[config.mk]
export PLATFORM = sky130hd
export DESIGN_NAME = obstacle_manager
export DESIGN_NICKNAME = d
export VERILOG_FILES = /design/src/rtl/obstacle_manager_pkg.sv /design/src/rtl/obstacle_manager_lfsr16.sv /design/src/rtl/obstacle_manager.sv
export SDC_FILE = /design/constraint.sdc
export NUM_CORES = 1
export LEC_CHECK = 0
export ABC_CLOCK_PERIOD_IN_PS = 4100
export BUFFER_PORTS_ARGS = -buffer_cell sky130_fd_sc_hd__buf_2
export CORE_MARGIN = 5
export CORE_UTILIZATION = 59
export DETAILED_ROUTE_END_ITERATION = 8
export PLACE_DENSITY = 0.81
export SLEW_MARGIN = 10
export SYNTH_ARGS = -nofsm -noshare
export SYNTH_HDL_FRONTEND = slang
export SYNTH_SLANG_ARGS = --single-unit
[constraint.sdc]
create_clock -name clk -period 4.1 [get_ports clk]
set_input_delay 0.205 -clock clk [delete_from_list [all_inputs] [get_ports clk]]
set_output_delay 0.205 -clock clk [all_outputs]
set_load 0.02 [all_outputs]
[src/rtl/obstacle_manager_pkg.sv]
// Shared game definitions used by the obstacle manager, AI controller and renderer.
package obstacle_manager_pkg;

    localparam int POS_W = 10;

    typedef enum logic [1:0] {
        ST_IDLE    = 2'd0,
        ST_RUN     = 2'd1,
        ST_CRASHED = 2'd2
    } game_state_t;

    localparam logic OBST_CACTUS = 1'b0;
    localparam logic OBST_BIRD   = 1'b1;

    localparam logic [15:0] LFSR_SEED = 16'hACE1;
    // Taps 16,14,13,11 expressed as a mask over bits [15:0].
    localparam logic [15:0] LFSR_TAPS = 16'hB400;

    function automatic logic [15:0] lfsr_next(input logic [15:0] v);
        return {v[14:0], ^(v & LFSR_TAPS)};
    endfunction

endpackage

[src/rtl/obstacle_manager_lfsr16.sv]
// Free-running 16-bit Fibonacci LFSR; the seed is non-zero so it never locks up.
module lfsr16
    import obstacle_manager_pkg::*;
(
    input  logic        clk,
    input  logic        rst,
    output logic [15:0] value
);

    // Seed on reset, otherwise step once per clock.
    always_ff @(posedge clk) begin
        if (rst) begin
            value <= LFSR_SEED;
        end else begin
            value <= lfsr_next(value);
        end
    end

endmodule

[src/rtl/obstacle_manager.sv]
// Spawns, scrolls and retires two obstacle slots; tracks score and scroll speed.
module obstacle_manager
    import obstacle_manager_pkg::*;
#(
    parameter int CONV        = 0,
    parameter int GEN_LINE    = 250,
    parameter int MIN_GAP     = 40,
    parameter int BASE_SPEED  = 1,
    parameter int MAX_SPEED   = 6,
    parameter int SPEED_SHIFT = 3
)(
    input  logic                  clk,
    input  logic                  rst,
    input  logic                  frame_tick,
    input  logic                  start,
    input  logic                  crash,
    output logic [POS_W-1:CONV]   obstacle1_pos,
    output logic [POS_W-1:CONV]   obstacle2_pos,
    output logic                  obstacle1_type,
    output logic                  obstacle2_type,
    output logic [9:0]            score,
    output logic                  running
);

    game_state_t      state_r;
    logic [POS_W-1:0] pos1_r, pos2_r;
    logic             type1_r, type2_r;
    logic [9:0]       score_r;
    logic [7:0]       timer_r;
    logic             running_r;

    logic [15:0]      lfsr_s;
    logic             lfsr_unused_s;

    logic             free1_s, free2_s, ret1_s, ret2_s;
    logic [9:0]       speed_sum_s;
    logic [3:0]       speed_s;
    logic [POS_W-1:0] speed_ext_s;
    logic [POS_W-1:0] pos1_nxt_s, pos2_nxt_s;
    logic             type1_nxt_s, type2_nxt_s;
    logic [7:0]       timer_nxt_s, reload_s;
    logic [9:0]       score_nxt_s;

    lfsr16 u_lfsr (
        .clk   (clk),
        .rst   (rst),
        .value (lfsr_s)
    );

    assign lfsr_unused_s = ^lfsr_s[15:7];

    // Speed from the score held at tick start, saturated at MAX_SPEED.
    always_comb begin
        speed_sum_s = 10'(BASE_SPEED) + (score_r >> SPEED_SHIFT);
        if (speed_sum_s > 10'(MAX_SPEED)) begin
            speed_s = 4'(MAX_SPEED);
        end else begin
            speed_s = speed_sum_s[3:0];
        end
        speed_ext_s = {6'd0, speed_s};
    end

    // Per-tick slot movement, retirement and spawn decision.
    always_comb begin
        free1_s     = (pos1_r == 10'd0);
        free2_s     = (pos2_r == 10'd0);
        ret1_s      = !free1_s && (pos1_r <= speed_ext_s);
        ret2_s      = !free2_s && (pos2_r <= speed_ext_s);
        reload_s    = 8'(MIN_GAP) + {2'b00, lfsr_s[6:1]};
        type1_nxt_s = type1_r;
        type2_nxt_s = type2_r;
        timer_nxt_s = timer_r;
        score_nxt_s = score_r + {9'd0, ret1_s} + {9'd0, ret2_s};

        if (free1_s || ret1_s) begin
            pos1_nxt_s = 10'd0;
        end else begin
            pos1_nxt_s = pos1_r - speed_ext_s;
        end
        if (free2_s || ret2_s) begin
            pos2_nxt_s = 10'd0;
        end else begin
            pos2_nxt_s = pos2_r - speed_ext_s;
        end

        // Only slots free at tick start may take a spawn; a blocked spawn retries next tick.
        if (timer_r != 8'd0) begin
            timer_nxt_s = timer_r - 8'd1;
        end else if (free1_s) begin
            pos1_nxt_s  = 10'(GEN_LINE);
            type1_nxt_s = lfsr_s[0];
            timer_nxt_s = reload_s;
        end else if (free2_s) begin
            pos2_nxt_s  = 10'(GEN_LINE);
            type2_nxt_s = lfsr_s[0];
            timer_nxt_s = reload_s;
        end else begin
            timer_nxt_s = timer_r;
        end
    end

    // Game FSM and all registered game state.
    always_ff @(posedge clk) begin
        if (rst) begin
            state_r   <= ST_IDLE;
            pos1_r    <= 10'd0;
            pos2_r    <= 10'd0;
            type1_r   <= OBST_CACTUS;
            type2_r   <= OBST_CACTUS;
            score_r   <= 10'd0;
            timer_r   <= 8'(MIN_GAP);
            running_r <= 1'b0;
        end else begin
            case (state_r)
                ST_IDLE: begin
                    if (start) begin
                        state_r   <= ST_RUN;
                        running_r <= 1'b1;
                    end
                end
                ST_RUN: begin
                    if (crash) begin
                        state_r   <= ST_CRASHED;
                        running_r <= 1'b0;
                    end else if (frame_tick) begin
                        pos1_r  <= pos1_nxt_s;
                        pos2_r  <= pos2_nxt_s;
                        type1_r <= type1_nxt_s;
                        type2_r <= type2_nxt_s;
                        score_r <= score_nxt_s;
                        timer_r <= timer_nxt_s;
                    end
                end
                ST_CRASHED: begin
                    if (start && !crash) begin
                        state_r   <= ST_RUN;
                        running_r <= 1'b1;
                        pos1_r    <= 10'd0;
                        pos2_r    <= 10'd0;
                        score_r   <= 10'd0;
                        timer_r   <= 8'(MIN_GAP);
                    end
                end
                default: begin
                    state_r   <= ST_IDLE;
                    running_r <= 1'b0;
                end
            endcase
        end
    end

    assign obstacle1_pos  = pos1_r[POS_W-1:CONV];
    assign obstacle2_pos  = pos2_r[POS_W-1:CONV];
    assign obstacle1_type = type1_r;
    assign obstacle2_type = type2_r;
    assign score          = score_r;
    assign running        = running_r;

endmodule

# --- Yosys cells after proc, flatten, opt, wreduce, memory -nomap -nowiden ---
# Cells that the tools add are included.
classes:
  n_eq_ne: 8
  muxes: 33
  bitwise: 3
  n_reduce_logical: 19
  add_sub_neg: 7
  n_lt_le_gt_ge: 3
op_table:
  columns: ["op", "n"]
  rows:
  - ["$mux W10", 14]
  - ["$pmux W10 S2", 3]
  - ["$mux W8", 6]
  - ["$add A10 B1 Y10", 2]
  - ["$le A10 B4 Y1", 2]
  - ["$logic_not A10 Y1", 2]
  - ["$sub A10 B4 Y10", 2]
  - ["$pmux W8 S2", 1]
  - ["$reduce_xor A16 Y1", 1]
  - ["$ne A2 B2 Y1 const B", 5]
  - ["$reduce_and A5 Y1", 2]
  - ["$add A1 B7 Y8 const A", 1]
  - ["$gt A8 B3 Y1 const B", 1]
  - ["$reduce_bool A8 Y1", 1]
  - ["$sub A8 B1 Y8 const B", 1]
  - ["$add A6 B6 Y7 const A", 1]
  - ["$mux W2", 3]
  - ["$pmux W2 S3", 1]
  - ["$reduce_and A6 Y1", 1]
  - ["$mux W4", 1]
  - ["$ne A4 B4 Y1 const B", 1]
  - ["$reduce_and A4 Y1", 1]
  - ["$logic_and A1 B1 Y1", 3]
  - ["$logic_not A1 Y1", 3]
  - ["other kinds (9)", 14]
word_totals:
  word_cells: 82
  out_inout_bits: 33
  reg_bits: 59

# --- Longest topological paths before layout ---
logic_depth:
  ltp_word: 13
  mapped_depth: 20
  depth_no_buf: 20

# --- Modules after synthesis ---
# Synthesis repeated with hierarchy kept, for this count alone.
unflattened:
  hier_cells: 391
  hier_area_um2: 3304.4
by_module_without_submodules:
  columns: ["mod", "area_each_um2", "instances", "cells_each"]
  rows:
  - ["obstacle_manager", 2850.2, 1, 355]
  - ["lfsr16", 454.2, 1, 36]

# --- Worst setup path after synthesis ---
# No wires, ideal clock.
synth_path:
  kind: "reg2reg"
  start: "register score_r[4], in the netlist score[4]"
  end: "register score_r[4], in the netlist score[4]"
  slack_ns: 0.257
  required_ns: 3.972
  path_stages_with_launch: 21
  arrival_time_ns: 3.715
  cell_sequence: "dfxtp_1 -> inv_1 -> ha_1 -> nor2_1 -> maj3_1 -> o22ai_1 -> nand3_1 -> nor2_1 -> ha_1 -> inv_1 -> fa_1 -> a21o_1 -> a21o_1 -> nand2_1 -> nand3_1 -> fa_1 -> inv_1 -> ha_1 -> nand3_1 -> xnor2_1 -> nor2_1"
synth_between:
  elab_chain_cells: 10
synth_lines:
  columns: ["item", "line", "text"]
  rows:
  - ["start, declared", "obstacle_manager.sv:28", "logic [9:0] score_r;"]
  - ["start signal, assigned", "obstacle_manager.sv:130", "score_r <= score_nxt_s;"]
  - ["$add A1 B7 Y8", "obstacle_manager.sv:54", "speed_sum_s = 10'(BASE_SPEED) + (score_r >> SPEED_SHIFT);"]
  - ["$gt A8 B3 Y1", "obstacle_manager.sv:55", "if (speed_sum_s > 10'(MAX_SPEED)) begin"]
  - ["$mux W4", "obstacle_manager.sv:55", null]
  - ["$le A10 B4 Y1", "obstacle_manager.sv:67", "ret1_s = !free1_s && (pos1_r <= speed_ext_s);"]
  - ["$logic_and A1 B1 Y1", "obstacle_manager.sv:67", null]
  - ["$add A10 B1 Y10", "obstacle_manager.sv:73", "score_nxt_s = score_r + {9'd0, ret1_s} + {9'd0, ret2_s};"]
  - ["$add A10 B1 Y10 *", "obstacle_manager.sv:73", null]
  - ["$mux W10 *", "obstacle_manager.sv:125", "end else if (frame_tick) begin"]
  - ["$mux W10 *", "obstacle_manager.sv:122", "if (crash) begin"]
  - ["$pmux W10 S2 *", "obstacle_manager.sv:114", "case (state_r)"]
# Mark *: on every way between the ends. The rest lies on a longest branch, timed or not. The select of a mux whose other input is x is not followed.
# A chain may end at the register's enable or synchronous reset.

# --- Worst setup path after layout ---
# Ends and elaborated chain as after synthesis.

==> summary by stage <==
Yosys
The number of distinct library cells after synthesis is 59. After synthesis, the mean cell area works out to 8.408 µm². The total number of yosys warnings is 0. The count of flip-flops with a built-in enable after synthesis is 0. The most used flip-flop cell after synthesis is sky130_fd_sc_hd__dfxtp_1. The synthesized netlist occupies a cell area of 3363 µm². The post-synthesis sequential element count is 58. In the synthesized netlist the async set-or-reset flop fraction comes to 0%.

The sequential cell area fraction in the yosys report is 34.52%. In the synthesized netlist, the number of instances is 400.

Setup path
The critical path in this run is classified as reg -> reg. At the worst endpoint, the required time is 4.33 ns. The largest single stage delay on the critical path is 0.43 ns. Of all nets on the critical path, the largest fanout is 4. The type of element launching the critical path is a flip-flop. The critical path goes through inv_1 -> ha_4 -> nor2_1 -> maj3_1 -> o22ai_2 -> nand3_2 -> nor2_4 -> ha_4 -> inv_1 -> fa_2 -> a21o_1 -> a21o_1 -> nand2_1 -> nand3_2 -> fa_2 -> inv_2 -> ha_4 -> nand3_1 -> xnor2_1 -> nor2_1.

The largest individual stage delay along the critical path comes from the cell sky130_fd_sc_hd__fa_2. The most numerous cell on the critical path is sky130_fd_sc_hd__ha_4. The kind of capture point of the worst setup path is a flip-flop. Data arrives at the worst endpoint at 4.21 ns.

Pwr
The worst IR drop on VDD is 193.2 µV. The power density over cell area is 379.8 nW/µm². The analysis attributes to cell leakage a power of 1.593 nW. The total chip power is 1.484 mW.

GRT
For this run the aggregate overflow at the end of global routing stands at 0. Across every metal layer, demand over resource in global routing totals 22.69%. The number of antenna violations at the first check in global routing is 0.

The via count of the first global-routing pass came to 2905. The first global-routing pass estimated 13.34 mm of wire. The largest net degree at the start of global routing is 54.

Clock network
The library cell used as clock root buffer is sky130_fd_sc_hd__clkbuf_8. The clock tree synthesis step divided the H-tree into 3 levels. The count of hold-fix buffers inserted at cts is 0. Counting every sink on the clock net gives 58.

In this run the deepest clock path goes through 2 buffers. Counting the buffers created by CTS gives 9. The TritonCTS clock tree is done. After clock tree synthesis, the clock-pin slew on the worst setup and hold paths is 0.07 ns. The later-pin clock latency in the skew report is 0.35 ns.

STA
Static timing analysis puts the maximum clock frequency at 0.2510 GHz. The final critical path takes up 97.18% of the cycle. Setup violations remaining at the end of the flow were counted as 0.

The count of final max-slew check failures is 0. The total negative setup slack is 0 ns. The worst hold slack is 0.2416 ns.

The worst path in the final design needs a cycle of 3.984 ns, including I/O delays and setup. After layout, the worst setup slack is 0.1155 ns. The largest clock skew in the final design is 0.008760 ns. The count of endpoints failing hold in the final timing report came to 0.

The actual slew at the worst max-slew pin is 1.030 ns. In this run the tightest slew margin relative to its limit is 30.69%.

Placed design
The congestion estimate from routability-driven global placement came to 0.8460. The wire-length estimate of the detail-placed layout is 5.414 mm. The count of input and output buffers is 37.

Timing analysis after detailed placement gives a worst setup slack of -0.05084 ns.

Die
The die span in x is 85.50 µm. The die is 85.50 µm tall. The effective utilization at floorplan is 60.70%. The area enclosed by the die boundary is 7310 µm².

The floorplan step defined a core boundary enclosing 5540 µm². The floorplan has 27 rows. The boundary pin count is 38.

Finish
In the layout the commonest cells are 56 x sky130_fd_sc_hd__dfxtp_1, 39 x sky130_fd_sc_hd__nor2_1, 37 x sky130_fd_sc_hd__buf_2. At the end of the flow, the number of nets in the layout was 461. 0 antenna diodes ended up in the layout. Cells with a size suffix above 1 make up 21.95% of the layout. At the end of the flow the core is filled with cells to 70.53%. From synthesis to final layout, the design area changed by 16.18%. The commonest non-fill, non-tap cell in the layout is sky130_fd_sc_hd__dfxtp_1.

Routing
The detailed router finished its first iteration with 267 violations. For this run, the detailed router's first-pass iteration total came to 4. Using the TritonRoute via totals, the vias-per-cell ratio works out to 5.988. The final antenna-violating net count is 0. The routed layout has 3078 vias.

In the final routed layout, each cell accounts on average for 15.68 µm. In the routed design, unresolved DRC markers number 0. Wires add up to 8.057 mm.

Hold path
The path type of the worst min-delay path is in -> reg.

Flow run
The max-cap check violation count is 0.

Status
The flow ran to the end, and the final reports show no timing, DRC or antenna violations.
-- sequential cells by signal (all words and copies together), names as in the netlist --
register and count:
timer_r 8, score 10, obstacle2_type 1, running 1
obstacle2_pos 10, obstacle1_pos 10, u_lfsr.value 16, obstacle1_type 1
state_r 1
-- power by group --
group / switching (mW) / total, mW / internal [mW]
clock network: 0.242 / 0.601 / 0.359
logic: 0.154 / 0.257 / 0.103
registers: 0.0324 / 0.626 / 0.593
total: 0.429 / 1.48 / 1.06
-- cell usage after synthesis, drive strengths merged (2+ instances only) --
cell type / count / area, µm²
nand2b: 8 / 50.05
xnor2: 8 / 70.07
nand3b: 2 / 15.01
nand3: 16 / 80.08
o21a: 2 / 15.01
o22ai: 2 / 12.51
nand2: 25 / 93.84
xor2: 11 / 96.34
or4: 9 / 78.82
dfxtp: 58 / 1161
a22oi: 2 / 15.01
o41ai: 3 / 45.05
nor2: 40 / 150.1
buf: 5 / 36.28
or2: 9 / 58.81
a32oi: 4 / 35.03
clkbuf: 12 / 45.04
a211oi: 4 / 35.03
and2: 2 / 12.51
nor4: 13 / 117.6
ha: 16 / 200.2
a31oi: 9 / 56.30
nor2b: 15 / 93.84
o311ai: 2 / 17.52
a31o: 2 / 17.52
o21ai: 14 / 70.06
nor3: 13 / 65.06
nand4: 5 / 31.28
mux2i: 4 / 40.04
and3: 5 / 31.28
a21oi: 29 / 148.9
o31a: 2 / 17.52
a21o: 5 / 37.54
o31ai: 2 / 15.01
fa: 3 / 60.06
inv: 18 / 67.56
or3: 9 / 56.30
-- cell type report --
| class | instances | area [µm²] |
|---|---|---|
| clock inverter | 6 | 90.09 |
| clock buffer | 10 | 137.6 |
| timing repair buffer | 42 | 222.7 |
| sequential | 58 | 1166 |
| inverter | 18 | 67.56 |
| fill | 454 | 1633 |
| multi-input combinational | 308 | 2133 |
| tap | 72 | 90.09 |
-- path summary, 6_finish.rpt --
kind | end | cells after the start | slack [ns] | start
worst max-delay path | score[4]$_SDFFE_PP0P_ | 20 | 0.12 | score[4]$_SDFFE_PP0P_
worst min-delay path | state_r[1]$_SDFFE_PP0P_ | 3 | 0.24 | crash
worst max register to register | score[4]$_SDFFE_PP0P_ | 20 | 0.12 | score[4]$_SDFFE_PP0P_
worst min register to register | u_lfsr.value[10]$_SDFF_PP1_ | 1 | 0.42 | u_lfsr.value[9]$_SDFF_PP0_
-- critical path: cells and delay by family, from the launching register on --
kind	cells	cell delay [ns]
flip-flops	1	0.35
AND/OR/NAND/NOR	7	0.73
AO/OA/AOI/OAI	3	0.57
buffers and inverters	3	0.22
adder cells (fa/ha/maj)	6	1.75
XOR/XNOR	1	0.23
-- per-layer routing --
metal  share of wire [%]  wire [µm]  global-route usage (%)
met1                  46       3679                   28.67
met2                  47       3748                   35.73
met3                 6.2        496                   8.069
met4                 1.7        133                   8.201
met5                   0          0                       0
-- what timing repair did --
| action | in CTS | in global routing |
|---|---|---|
| hold endpoints to repair | 0 | 0 |
| setup buffers | 0 | 5 |
| pin swaps | 0 | 7 |
| setup endpoints to repair | 8 | 9 |
| resized for setup | 3 | 17 |
-- metrics by stage --
step           area, µm²  instances
3_5_place_dp        3561        493
6_report            3908        514
3_3_place_gp        3561        493
5_1_grt             3908        514
4_1_cts             3795        509
2_1_floorplan       3367        401
-- kinds of logic (layout without fill, tap and decap cells) --
family / count (synthesis) / count (layout) / share of synthesized area (%)
flops: 58 / 58 / 34.52
xor+xnor: 19 / 19 / 4.948
fa+ha+maj: 20 / 20 / 8.036
simple gates: 176 / 176 / 29.28
buf+inv: 35 / 76 / 4.427
compound gates: 87 / 87 / 17.48
mux: 4 / 4 / 1.191
other cells: 1 / 2 / 0.1115
Note: power is estimated with default switching activity, not from simulation.
